File: config.mk
export PLATFORM = sky130hd
export DESIGN_NAME = seq_det_param
export DESIGN_NICKNAME = d
export VERILOG_FILES = /design/src/rtl/seq_det_param.sv
export SDC_FILE = /design/constraint.sdc
export NUM_CORES = 1
export LEC_CHECK = 0
export BUFFER_PORTS_ARGS = -buffer_cell sky130_fd_sc_hd__buf_2
export CORE_MARGIN = 1.5
export CORE_UTILIZATION = 40
export DETAILED_ROUTE_END_ITERATION = 6
export MAX_ROUTING_LAYER = met4
export SYNTH_ARGS = -nofsm -noshare
export SYNTH_HDL_FRONTEND = slang
export SYNTH_SLANG_ARGS = --single-unit
export TNS_END_PERCENT = 20
File: constraint.sdc
create_clock -name clk -period 1.7 [get_ports clk]
set_clock_uncertainty 0.05 [all_clocks]
set_input_delay 0.255 -clock clk [delete_from_list [all_inputs] [get_ports clk]]
set_output_delay 0.255 -clock clk [all_outputs]
set_load 0.02 [all_outputs]
File: src/rtl/seq_det_param.sv
// rtl/seq_det_param.sv - runtime-loadable serial pattern detector with saturating match counter
module seq_det_param #(
    parameter int                 PAT_LEN = 4,
    parameter int                 CNT_W   = 8,
    parameter logic [PAT_LEN-1:0] RST_PAT = 4'b1011
) (
    input  logic               clk,
    input  logic               reset,
    input  logic               in,
    input  logic               in_valid,
    input  logic [PAT_LEN-1:0] pattern,
    input  logic               load_pat,
    input  logic               overlap_en,
    output logic               out,
    output logic [CNT_W-1:0]   match_cnt,
    output logic               cnt_sat,
    input  logic               cnt_clr
);

    localparam int               FW        = $clog2(PAT_LEN);
    localparam logic [FW-1:0]    FILL_LAST = FW'(PAT_LEN - 1);
    localparam logic [CNT_W-1:0] CNT_MAX   = '1;

    typedef enum logic {FILL, ARMED} state_t;

    state_t             state, state_next;
    logic [FW-1:0]      fill, fill_next;
    logic [PAT_LEN-1:0] history, hist_next;
    logic [PAT_LEN-1:0] pat_reg;
    logic [PAT_LEN-1:0] shifted;
    logic               match;

    assign shifted = {history[PAT_LEN-2:0], in};

    always_comb begin
        state_next = state;
        fill_next  = fill;
        hist_next  = history;
        match      = 1'b0;
        if (load_pat) begin
            // a bit arriving with a load belongs to neither the old nor the new pattern
            state_next = FILL;
            fill_next  = '0;
            hist_next  = '0;
        end else if (in_valid) begin
            hist_next = shifted;
            case (state)
                FILL: begin
                    if (fill == FILL_LAST) begin
                        state_next = ARMED;
                        match      = (shifted == pat_reg);
                    end else begin
                        fill_next = fill + FW'(1);
                    end
                end
                ARMED: match = (shifted == pat_reg);
                default: state_next = FILL;
            endcase
            if (match && !overlap_en) begin
                state_next = FILL;
                fill_next  = '0;
            end
        end
    end

    always_ff @(posedge clk) begin
        if (reset) begin
            state     <= FILL;
            fill      <= '0;
            history   <= '0;
            pat_reg   <= RST_PAT;
            out       <= 1'b0;
            match_cnt <= '0;
        end else begin
            state   <= state_next;
            fill    <= fill_next;
            history <= hist_next;
            out     <= match;
            if (load_pat) begin
                pat_reg <= pattern;
            end
            // clear wins over the old count but still records a coincident match
            if (cnt_clr) begin
                match_cnt <= match ? CNT_W'(1) : '0;
            end else if (match && (match_cnt != CNT_MAX)) begin
                match_cnt <= match_cnt + CNT_W'(1);
            end
        end
    end

    assign cnt_sat = (match_cnt == CNT_MAX);

endmodule

==> reports/metrics.yaml <==
status: "finished, violations left"
violations: "negative setup slack"
vias: 920
peakVddDrop_mv: 0.577
ant_nets: 0
wirelength_um: 2300
seq_area_um2: 384
setup_viol_count_final: 3
synth_area_leaders: "dfxtp_1, mux2i_1, nor4_2"
final_area_um2: 1330
largest_reg_flops: 8
worst_slew_pin_slew_ns: 0.461
hold_path.class: "input port to flop"
postPlaceCellArea_um2: 1280
fin_crit_sh: 1.02
maxCapViolations: 0
cp_slowest_cell: "or4_4"
max_stage_delay_ns: 0.58
drc: 0
drtPass1Iterations: 4
hold_depth: 2
synth_enable_flop_cells: 0
clk_latency_ns: 0.30
fmax_mhz: 576
synthCells: 102
start_util: 0.416
multi_input_area_um2: 656
final_cells: 164
mostFrequentLayoutCells: "buf_2, dfxtp_1, buf_4, mux2i_1, nand2_1"
grt_overflow: 0
final_hold_viol_count: 0
layout.nets: 148
reg2reg_slack_ns: -0.03
rsz0062_at_grt: "yes"
die_area_um2: 2840
cp.depth: 5
end_kind: "flop"
grt_max_degree: 15
drive_gt1_frac: 0.418
setup.worst_path.start_class: "flop"
grt_pass1_wl_um: 3800
required_ns: 1.88
drt-initial-drc-count: 15
syn_area_per_cell_um2: 9.91
holdWs_ns: 0.0958
post_drt_via_cell_ratio: 5.61
grt_pass1_vias: 848
dp_hpwl_um: 1750
fin_setup_tns_ns: -0.0676
rr_worst_depth: 5
gp_congestion: 0.778
io_pins: 21
yosys.area.top_type: "dfxtp_1"
clockBufferDepth: 2
die_w_um: 53.3
critPathMaxFanout: 5
ys_async_sr_fraction: 0
diodes: 0
synthToLayoutAreaGrowth_pct: 31.1
core_area_um2: 2430
period_needed_ns: 1.73
yosys.area.top_type_share: 0.376
yosysSeqAreaShare: 0.376
slew_headroom: 0.692
n_fill_cell: 234
crit_chain: "ha_4 -> nor2_2 -> or4_4 -> nor4_4 -> mux2i_1"
numPortBuffers: 20
die_y_um: 53.3
final_max_slew_viol_count: 0
syn-num-nets: 115
power.density_nw_per_um2: 589
cpLargestDelayFamily: "simple AND/OR/NAND/NOR gates"
synth-seq-cells: 19
utilization: 0.545
worst_slack_ns: -0.0347
grt_util_all_layers: 0.192
yosys_most_used_dff: "dfxtp_1"
place_inst: 159
antenna_found_initial: 0
critPathKind: "flop to flop"
path_clk_slew_ns: 0.11
path_buf_inv: 0
clock-sinks: 19
yosys_warnings: 0
wl_per_cell_um: 14.0
cts_buffers: 3
crit_arrival_ns: 1.92
p_leak_uw: 0.000498
final_common_cell: "buf_2"
yosysUniqueCellTypes: 39
num_rows: 18
htreeDepth: 1
synth_area_um2: 1010
cts_tree: "yes"
clock-root-buffer: "clkbuf_4"
## layer usage
metal / GRT usage / vias to the layer above / wire, um
li1: - / 452 / -
met1: 0.249 / 448 / 1100
met2: 0.294 / 16 / 1080
met3: 0.0254 / 4 / 72
met4: 0.0897 / 0 / 44
met5: - / - / 0
## timing repair
action / CTS / global route
setup buffers: 0 / 0
gates resized for setup: 3 / 2
cloned: 1 / 0
pin swaps: 3 / 1
hold buffers: 0 / 0
endpoints found under the setup margin: 8 / 6
## worst reg2reg max path: stages, from the launching register on
cell and delay, ns:
dfxtp_2 0.37, ha_4 0.14, nor2_2 0.05, or4_4 0.58, nor4_4 0.26, mux2i_1 0.22
## logic make-up (layout without fill, tap and decap cells)
family,Yosys count,in the layout,share of synthesized area
AND/OR/NAND/NOR,44,45,0.292
XOR/XNOR,4,4,0.0347
AO/OA/AOI/OAI,15,15,0.115
buffers and inverters,8,39,0.0582
adder cells (fa/ha/maj),2,2,0.0247
multiplexers,10,10,0.0990
flip-flops,19,19,0.376
## synth_stat cells, drive strengths merged (2+ instances only)
master,instances
a311oi,2
o31ai,2
nor2,6
and4,2
nand2,8
nand4,2
xnor2,3
or3,6
nand3,3
a21oi,2
inv,2
clkbuf,2
ha,2
dfxtp,19
buf,4
nor4,6
mux2i,10
nor2b,3
a211o,3
## final cells by class
type                    count  share of cell area
well taps                  30              0.0283
repair buffers             33               0.159
clock buffers               3              0.0170
clock inverters             1             0.00378
flip-flops and latches     19               0.290
inverters                   2             0.00755
multi-input cells          76               0.495
## power breakdown
part	internal, uW	total [uW]	switching [uW]
Sequential	454	461	6.66
Combinational	40.3	85.3	45.0
Clock	87.7	234	146
## stage by stage
step / setup slack, ns / total power, uW
floorplan: -0.0166 / 525
global placement: -0.0497 / 552
detailed placement: -0.0682 / 556
CTS: -0.0460 / 786
global route: -0.110 / 811
finish: -0.0347 / 780
## path summary, 6_finish.rpt
| path | start | end |
|---|---|---|
| setup / recovery | fill[0] | match_cnt[3] |
| hold / removal | pattern[3] | pat_reg[3] |
| setup reg to reg | fill[0] | match_cnt[3] |
| hold reg to reg | match_cnt[5] | match_cnt[5] |
(Power assumes the default switching activity.)
